## src/rtl/sx_axis_pkg.sv

```systemverilog
// rtl/sx_axis_pkg.sv - Arbiter state type, counter width and round-robin pick function
package sx_axis_pkg;

    localparam int MAX_PORTS     = 16;
    localparam int PKT_CNT_WIDTH = 16;

    typedef enum logic {
        IDLE = 1'b0,
        BUSY = 1'b1
    } arb_state_e;

    // First requester strictly after last, wrapping at n_ports; returns last when nobody requests.
    function automatic logic [3:0] rr_pick(
        input logic [MAX_PORTS-1:0] req,
        input logic [3:0]           last,
        input int                   n_ports
    );
        logic [3:0] pick;
        logic [3:0] idx;
        logic       found;
        pick  = last;
        found = 1'b0;
        for (int i = 1; i <= MAX_PORTS; i++) begin
            idx = 4'((int'(last) + i) % n_ports);
            if (i <= n_ports && !found && req[idx]) begin
                pick  = idx;
                found = 1'b1;
            end
        end
        return pick;
    endfunction

endpackage

```

## src/rtl/sx_axis_skid.sv

```systemverilog
// rtl/sx_axis_skid.sv - Two-entry skid buffer decoupling the arbiter mux from downstream ready
module sx_axis_skid #(
    parameter int WIDTH = 8
) (
    input  logic             clk,
    input  logic             resetn,
    input  logic [WIDTH-1:0] s_tdata,
    input  logic             s_tvalid,
    output logic             s_tready,
    output logic [WIDTH-1:0] m_tdata,
    output logic             m_tvalid,
    input  logic             m_tready
);

    logic [WIDTH-1:0] out_data;
    logic [WIDTH-1:0] skid_data;
    logic             out_valid;
    logic             skid_valid;
    logic             s_fire;

    assign s_tready = !skid_valid;
    assign s_fire   = s_tvalid && s_tready;
    assign m_tdata  = out_data;
    assign m_tvalid = out_valid;

    always_ff @(posedge clk) begin
        if (!resetn) begin
            out_data   <= '0;
            skid_data  <= '0;
            out_valid  <= 1'b0;
            skid_valid <= 1'b0;
        end else if (m_tready || !out_valid) begin
            // Output slot frees up: a parked beat always goes before a new one.
            if (skid_valid) begin
                out_data   <= skid_data;
                out_valid  <= 1'b1;
                skid_valid <= 1'b0;
            end else if (s_fire) begin
                out_data  <= s_tdata;
                out_valid <= 1'b1;
            end else begin
                out_valid <= 1'b0;
            end
        end else if (s_fire) begin
            skid_data  <= s_tdata;
            skid_valid <= 1'b1;
        end
    end

endmodule

```

## src/rtl/sx_axis_arbiter.sv

```systemverilog
// rtl/sx_axis_arbiter.sv - Packet-level round-robin AXI-Stream arbiter; SX_ARB_PKT_CNT_EN adds per-port packet counters
module sx_axis_arbiter
    import sx_axis_pkg::*;
#(
    parameter int  N_PORTS    = 4,
    parameter int  DATA_WIDTH = 32,
    parameter int  ID_WIDTH   = 32,
    parameter int  DEST_WIDTH = 32,
    localparam int KEEP_WIDTH = DATA_WIDTH / 8
) (
    input  logic                          clk,
    input  logic                          reset,
    input  logic [N_PORTS*DATA_WIDTH-1:0] s_axis_tdata_i,
    input  logic [N_PORTS*KEEP_WIDTH-1:0] s_axis_tkeep_i,
    input  logic [N_PORTS*ID_WIDTH-1:0]   s_axis_tid_i,
    input  logic [N_PORTS*DEST_WIDTH-1:0] s_axis_tdest_i,
    input  logic [N_PORTS-1:0]            s_axis_tvalid_i,
    input  logic [N_PORTS-1:0]            s_axis_tlast_i,
    output logic [N_PORTS-1:0]            s_axis_tready_o,
    output logic [DATA_WIDTH-1:0]         m_axis_tdata_o,
    output logic [KEEP_WIDTH-1:0]         m_axis_tkeep_o,
    output logic [ID_WIDTH-1:0]           m_axis_tid_o,
    output logic [DEST_WIDTH-1:0]         m_axis_tdest_o,
    output logic                          m_axis_tvalid_o,
    output logic                          m_axis_tlast_o,
    input  logic                          m_axis_tready_i,
    output logic [N_PORTS-1:0]            grant_o,
`ifdef SX_ARB_PKT_CNT_EN
    output logic [N_PORTS*PKT_CNT_WIDTH-1:0] pkt_cnt_o,
`endif
    output logic                          busy_o
);

    localparam int IDX_W = $clog2(N_PORTS);
    localparam int PAY_W = DATA_WIDTH + KEEP_WIDTH + ID_WIDTH + DEST_WIDTH + 1;

    arb_state_e       state, state_next;
    logic [IDX_W-1:0] grant_idx;
    logic [IDX_W-1:0] last_grant;

    logic [DATA_WIDTH-1:0] sel_data;
    logic [KEEP_WIDTH-1:0] sel_keep;
    logic [ID_WIDTH-1:0]   sel_id;
    logic [DEST_WIDTH-1:0] sel_dest;
    logic                  sel_valid;
    logic                  sel_last;
    logic                  skid_ready;
    logic                  beat_fire;
    logic                  last_fire;
    logic [PAY_W-1:0]      skid_out;

    always_comb begin
        sel_data  = '0;
        sel_keep  = '0;
        sel_id    = '0;
        sel_dest  = '0;
        sel_valid = 1'b0;
        sel_last  = 1'b0;
        for (int p = 0; p < N_PORTS; p++) begin
            if (grant_idx == IDX_W'(p)) begin
                sel_data  = s_axis_tdata_i[p*DATA_WIDTH +: DATA_WIDTH];
                sel_keep  = s_axis_tkeep_i[p*KEEP_WIDTH +: KEEP_WIDTH];
                sel_id    = s_axis_tid_i[p*ID_WIDTH +: ID_WIDTH];
                sel_dest  = s_axis_tdest_i[p*DEST_WIDTH +: DEST_WIDTH];
                sel_valid = s_axis_tvalid_i[p];
                sel_last  = s_axis_tlast_i[p];
            end
        end
    end

    assign beat_fire = (state == BUSY) && sel_valid && skid_ready;
    assign last_fire = beat_fire && sel_last;

    always_comb begin
        state_next = state;
        case (state)
            IDLE:    if (|s_axis_tvalid_i) state_next = BUSY;
            BUSY:    if (last_fire) state_next = IDLE;
            default: state_next = IDLE;
        endcase
    end

    always_ff @(posedge clk) begin
        if (reset) begin
            state      <= IDLE;
            grant_idx  <= '0;
            last_grant <= IDX_W'(N_PORTS - 1);
        end else begin
            state <= state_next;
            if (state == IDLE && |s_axis_tvalid_i) begin
                grant_idx <= IDX_W'(rr_pick(MAX_PORTS'(s_axis_tvalid_i), 4'(last_grant), N_PORTS));
            end
            if (last_fire) begin
                last_grant <= grant_idx;
            end
        end
    end

    always_comb begin
        grant_o         = '0;
        s_axis_tready_o = '0;
        if (state == BUSY) begin
            grant_o[grant_idx]         = 1'b1;
            s_axis_tready_o[grant_idx] = skid_ready;
        end
    end

    assign busy_o = (state == BUSY);

    sx_axis_skid #(
        .WIDTH(PAY_W)
    ) u_skid (
        .clk     (clk),
        .resetn  (~reset),
        .s_tdata ({sel_last, sel_dest, sel_id, sel_keep, sel_data}),
        .s_tvalid((state == BUSY) && sel_valid),
        .s_tready(skid_ready),
        .m_tdata (skid_out),
        .m_tvalid(m_axis_tvalid_o),
        .m_tready(m_axis_tready_i)
    );

    assign {m_axis_tlast_o, m_axis_tdest_o, m_axis_tid_o, m_axis_tkeep_o, m_axis_tdata_o} = skid_out;

`ifdef SX_ARB_PKT_CNT_EN
    logic [PKT_CNT_WIDTH-1:0] pkt_cnt [N_PORTS];

    always_ff @(posedge clk) begin
        if (reset) begin
            for (int p = 0; p < N_PORTS; p++) begin
                pkt_cnt[p] <= '0;
            end
        end else if (last_fire) begin
            pkt_cnt[grant_idx] <= pkt_cnt[grant_idx] + PKT_CNT_WIDTH'(1);
        end
    end

    for (genvar p = 0; p < N_PORTS; p++) begin : g_cnt_out
        assign pkt_cnt_o[p*PKT_CNT_WIDTH +: PKT_CNT_WIDTH] = pkt_cnt[p];
    end
`endif

endmodule

```

## config.mk

```make
export PLATFORM = sky130hd
export DESIGN_NAME = sx_axis_arbiter
export DESIGN_NICKNAME = d
export VERILOG_FILES = /design/src/rtl/sx_axis_pkg.sv /design/src/rtl/sx_axis_skid.sv /design/src/rtl/sx_axis_arbiter.sv
export SDC_FILE = /design/constraint.sdc
export NUM_CORES = 1
export LEC_CHECK = 0
export ABC_AREA = 1
export ABC_CLOCK_PERIOD_IN_PS = 2240
export CORE_AREA = 2 2 202 204
export CTS_CLUSTER_SIZE = 12
export DETAILED_ROUTE_END_ITERATION = 16
export DIE_AREA = 0 0 204 206
export MAX_ROUTING_LAYER = met4
export PLACE_DENSITY_LB_ADDON = 0.3
export SLEW_MARGIN = 20
export SYNTH_ARGS = -nofsm -noshare
export SYNTH_HDL_FRONTEND = slang
export SYNTH_SLANG_ARGS = --single-unit
```

## constraint.sdc

```tcl
create_clock -name clk -period 2.24 [get_ports clk]
set_clock_uncertainty 0.15 [all_clocks]
set_input_delay 0.448 -clock clk [delete_from_list [all_inputs] [get_ports clk]]
set_output_delay 0.448 -clock clk [all_outputs]
set_load 0.01 [all_outputs]
```

Yosys cells after proc, flatten, opt, wreduce, memory -nomap -nowiden
Cells that the tools add are included.
Widths: inputs -> output; s select.
{"block": "op_classes", "n_addsub": 4, "order_cmp": 6, "n_eq_ne": 3, "mux": 56, "bitwise": 7, "reduce_logical": 24}
{"cell": "$mux 32", "count": 12}
{"cell": "$mux 101", "count": 2}
{"cell": "$mux 1", "count": 26}
{"cell": "$mux 4", "count": 6}
{"cell": "$lt 4x5->1 const B", "count": 4}
{"cell": "$bmux 1 s3", "count": 4}
{"cell": "$reduce_or 2->1", "count": 5}
{"cell": "$logic_and 1x1->1", "count": 8}
{"cell": "$mux 2", "count": 4}
{"cell": "$logic_not 1->1", "count": 5}
{"cell": "$add 2x1->2 const B", "count": 2}
{"cell": "$add 2x2->2 const B", "count": 2}
{"cell": "$and 1x1->1 const A", "count": 4}
{"cell": "$and 4x4->4", "count": 1}
{"cell": "$eq 2x2->1 const B", "count": 2}
{"cell": "$reduce_and 2->1", "count": 2}
{"cell": "$reduce_or 4->1", "count": 1}
{"cell": "$lt 2x3->1 const B", "count": 1}
{"cell": "$demux 1 s2", "count": 1}
{"cell": "$eq 2x1->1 const B", "count": 1}
{"cell": "$ge 2x1->1 const B", "count": 1}
{"cell": "$logic_not 2->1", "count": 1}
{"cell": "$not 1->1", "count": 2}
{"cell": "$pmux 1 s2", "count": 1}
{"cell": "2 further kinds", "count": 2}
{"block": "word_totals", "reg_bits": 209, "output_inout_bits": 111, "wordCells": 107}

Depth between registers and ports, before layout
{"block": "depth", "word_depth": 21, "depth_mapped": 13, "ltp_nobuf": 11}

Hierarchy
Synthesis repeated with hierarchy kept, for this count alone.
{"block": "hier_totals", "hier_cells": 2186, "hier_area_um2": 12585.8}
{"mod": "sx_axis_skid", "n_inst": 1, "cells_each": 1531, "area_per_inst_um2": 9599.2, "seq_area_each_um2": 4083.9}
{"mod": "sx_axis_arbiter", "n_inst": 1, "cells_each": 655, "area_per_inst_um2": 2986.6, "seq_area_each_um2": 100.1}

Worst setup path before layout
Ideal clock, no wire load.
{"block": "synth_timing", "path_type": "register to output", "start": "register grant_idx[1]", "end": "output s_axis_tready_o[2]", "arrival_time_ps": 1311, "t_required_ps": 1642, "slack_ps": 331, "path_stages_with_launch": 8, "path_cell_list": "dfxtp_1 -> buf_4 -> inv_2 -> nor2_8 -> buf_2 -> buf_2 -> inv_1 -> nor3_1"}
{"block": "synth_between", "elab_chain_cells": 6}
{"item": "start: declaration", "line_no": "sx_axis_arbiter.sv:38", "text": "logic [IDX_W-1:0] grant_idx;"}
{"item": "start signal: assignment", "line_no": "sx_axis_arbiter.sv:91", "text": "grant_idx <= IDX_W'(rr_pick(MAX_PORTS'(s_axis_tvalid_i), 4'(last_grant), N_PORTS));"}
{"item": "$lt 2x3->1 (implied by the code) / $ge 2x1->1 (equally long branches)", "line_no": "sx_axis_arbiter.sv:104", "text": "s_axis_tready_o[grant_idx] = skid_ready;"}
{"item": "$logic_and 1x1->1 (implied by the code)", "line_no": "sx_axis_arbiter.sv:104"}
{"item": "$mux 1 (implied by the code)", "line_no": "sx_axis_arbiter.sv:104"}
{"item": "$demux 1 s2 (*)", "line_no": "sx_axis_arbiter.sv:104"}
{"item": "$and 4x4->4 (no source line) (*)"}
{"item": "$mux 4 (*)", "line_no": "sx_axis_arbiter.sv:102", "text": "if (state == BUSY) begin"}
{"item": "end: declaration", "line_no": "sx_axis_arbiter.sv:19", "text": "output logic [N_PORTS-1:0] s_axis_tready_o,"}
Mark *: on every way between the ends. The rest lies on a longest branch, timed or not.

Worst setup path in the final report
{"block": "layout_timing", "start": "register grant_idx[0]", "end": "output grant_o[3]"}
{"block": "layout_between", "elab_chain_cells": 5}
{"item": "$lt 2x3->1 (implied by the code) / $ge 2x1->1 (equally long branches)", "line_no": "sx_axis_arbiter.sv:103", "text": "grant_o[grant_idx] = 1'b1;"}
{"item": "$logic_and 1x1->1 (implied by the code)", "line_no": "sx_axis_arbiter.sv:103"}
{"item": "$mux 1 (implied by the code)", "line_no": "sx_axis_arbiter.sv:103"}
{"item": "$demux 1 s2 (*)", "line_no": "sx_axis_arbiter.sv:103"}
{"item": "$mux 4 (*)", "line_no": "sx_axis_arbiter.sv:102"}
{"item": "end: declaration", "line_no": "sx_axis_arbiter.sv:27", "text": "output logic [N_PORTS-1:0] grant_o,"}
Marks and branches as above.

==> out/qor.yml <==
sta:
  min_period_ns: 2.16
  fin_crit_sh_pct: 96.2
  setup_tns_ns: 0
  hold_viol: 0
  maxClockFrequency_mhz: 464
  worstMarginPinSlew_ns: 0.785
  holdWs_ns: 0.155
  worst_slack_ns: 0.0844
  slew_headroom_pct: 47.7
  slew_violations: 0
  setup_viol: 0
detailed_routing:
  dr.pass1.iters: 9
  vias_per_cell: 4.74
  routed_wl_um: 49100
  ant_nets: 0
  vias: 14300
  drc: 0
  drt-wirelength-per-cell_um: 16.3
  drtIter0Drc: 665
layout:
  nFillCells: 4100
  syn_to_final_growth_pct: 57.9
  drive_gt1_share_pct: 4.95
  nets: 2878
synth:
  synth_top_area_cell: "dfxtp_1"
  synth_seq_area_share_pct: 35.4
  syn-cell-area_um2: 11800
  synth-simple-area-share_pct: 40.7
  synth_compound_area_share_pct: 13.7
  synth_cells: 2004
  synth_fa_ha_area_share_pct: 0
  ys_seq_elements: 209
  synth_edf_count: 0
  synth-async-reset-ratio_pct: 0
  syn_area_per_cell_um2: 5.90
  synthMuxAreaShare_pct: 0
  synth_nets: 2415
  yosys_warnings: 0
  ys_types: 29
  yosys.cell_count.top_type: "nand2_1"
  synth_common_cells: "792 x nand2_1, 229 x nor2_1, 209 x dfxtp_1"
  ys_top_cells_by_area: "dfxtp_1 35%, nand2_1 25%, nor2_1 7.3%"
  yosysTopAreaCellShare_pct: 35.4
  synth_ff_type: "dfxtp_1"
  yosys.area_share.xor_xnor_pct: 0.0741
  synth_top_family_by_area: "simple AND/OR/NAND/NOR gates"
power_and_ir_drop:
  p_leak_nw: 7.66
  p_per_area_nw_per_um2: 800
  ir_drop_mv: 0.488
clocking:
  cts_tree: "yes"
  cts_buffers: 25
  clockRootBuffer: "clkbuf_16"
  cts_buffer_depth: 3
  ctsHtreeMaxLevel: 1
  clk-insertion-delay-late_ns: 0.53
  postCtsHoldBufs: 0
  cts.sinks: 209
  path_clk_slew_ns: 0.06
critical_path:
  cp_data_required_time_ns: 1.64
  r2r_end: "u_skid.m_tdata[44]$_SDFFE_PP0P_"
  r2r_cells: 12
  rr_startpoint: "grant_idx[0]$_SDFFE_PP0P_"
  reg2reg_slack_ns: 0.12
  endpoint_kind: "primary output"
  path_class: "flip-flop to primary output"
  worstPathArrival_ns: 1.56
  crit_fanout: 13
  cp-start-kind: "flip-flop"
placed_design:
  dp.final_hpwl_um: 35100
  dp_worst_setup_slack_ns: -0.0967
  io_buffers: 521
  gp_congestion: 0.851
grt:
  antenna_found_initial: 2
  track_usage_pct: 21.7
  grt_pass1_vias: 13300
  grt_max_degree: 91
  grt-ovfl-total: 0
  grt_pass1_wl_um: 70400
worst_hold_path:
  holdCritStartpoint: "reset"
  hold_end: "u_skid.skid_data[97]$_SDFFE_PP0P_"
  hold_depth: 2
  min_path_type: "input pin to flip-flop"
floorplanning:
  die_w_um: 204
  dieArea_um2: 42000
  die_y_um: 206
  rows: 74
  ioPinCount: 522
  fp.coreArea_um2: 40200
  start_util_pct: 29.4
run:
  cap_violations: 0
run_status:
  status: "completed"
cell type report:
| cell class | instances | area [um^2] | area share (%) |
|---|---|---|---|
| clock buffers | 39 | 698 | 3.74 |
| inverters | 140 | 529 | 2.84 |
| repair buffers | 578 | 5950 | 31.9 |
| diodes | 1 | 2.50 | 0.0134 |
| flip-flops and latches | 209 | 4190 | 22.5 |
| multi-input cells | 1513 | 6510 | 34.9 |
| well taps | 532 | 666 | 3.57 |
| clock inverters | 7 | 121 | 0.650 |
timing repair:
item	in CTS	in global routing
pin swaps	3	2
resized for setup	27	18
hold endpoints to repair	0	0
endpoints found under the setup margin	8	77
buffers inserted	4	0
cloned	0	6
how the worst max path moves through the flow:
stage,from,end,slack [ns],depth (start not counted)
floorplan,grant_idx[1]$_SDFFE_PP0P_,s_axis_tready_o[2],0.33,7
global route,grant_idx[0]$_SDFFE_PP0P_,u_skid.m_tdata[44]$_SDFFE_PP0P_,-0.002,12
global placement,s_axis_tvalid_i[1],u_skid.skid_data[93]$_SDFFE_PP0P_,-0.04,11
finish,grant_idx[0]$_SDFFE_PP0P_,grant_o[3],0.08,4
CTS,grant_idx[0]$_SDFFE_PP0P_,grant_o[1],0.003,5
detailed placement,s_axis_tvalid_i[1],u_skid.skid_data[89]$_SDFFE_PP0P_,-0.1,11
report_power, final:
group	switching (W)	internal, W	total, W
Clock	0.00164	0.00249	0.00413
Combinational	0.00357	0.00282	0.00639
Sequential	0.000262	0.00416	0.00442
Total	0.00547	0.00947	0.0149
state kept, by name (all words and copies together), names as in the netlist:
name and cells:
u_skid.m_tdata 101, u_skid.skid_data 101, grant_idx 2, last_grant 2
busy_o 1, u_skid.m_tvalid 1, u_skid.skid_valid 1
metal layers:
layer  share of wire (%)  vias to the layer above  wire (um)  global-route usage (%)
li1                    -                     7229          -                       -
met1                  40                     6430      19800                    24.2
met2                  48                      557      23800                    38.3
met3                 7.6                       90       3710                    4.01
met4                 3.7                        0       1810                    8.59
met5                   0                        -          0                       -
through the flow:
step	instance area [um^2]	total power (W)	instances	utilization (%)
after floorplan	11800	0.00781	2004	-
after global placement	17600	0.0107	2962	43.9
after detailed placement	17600	0.0107	2962	43.9
after CTS	18500	0.0150	3012	46.0
after global routing	18700	0.0159	3019	46.5
final	18700	0.0149	3019	46.5
critical path: stages (launching register included):
cell	delay (ns)
dfxtp_2	0.35
buf_4	0.15
nand2_8	0.11
nor2_2	0.12
clkdlybuf4s15_1	0.29
cells by family (layout without fill, tap and decap cells):
| group | after synthesis | after routing |
|---|---|---|
| AOI/OAI and AO/OA | 311 | 311 |
| xor gates and xnor gates | 1 | 1 |
| buffers and inverters | 282 | 764 |
| DFF | 209 | 209 |
| other | 0 | 1 |
| and+or+nand+nor | 1201 | 1201 |
cells in the final DEF (no fill, tap or decap), types with 12 or more instances in the layout:
cell type,synthesis,routed
buf_4,16,32
nand4_1,31,31
buf_12,0,14
inv_1,135,134
clkbuf_16,0,30
nand3_1,134,134
clkdlybuf4s50_1,0,512
o21ai_1,44,45
nand2_1,792,791
clkbuf_1,84,12
a21oi_1,135,135
o21ai_0,107,106
nor2_1,229,227
dfxtp_1,209,205
o21a_1,21,21
Power figures use the tool's default switching activity.
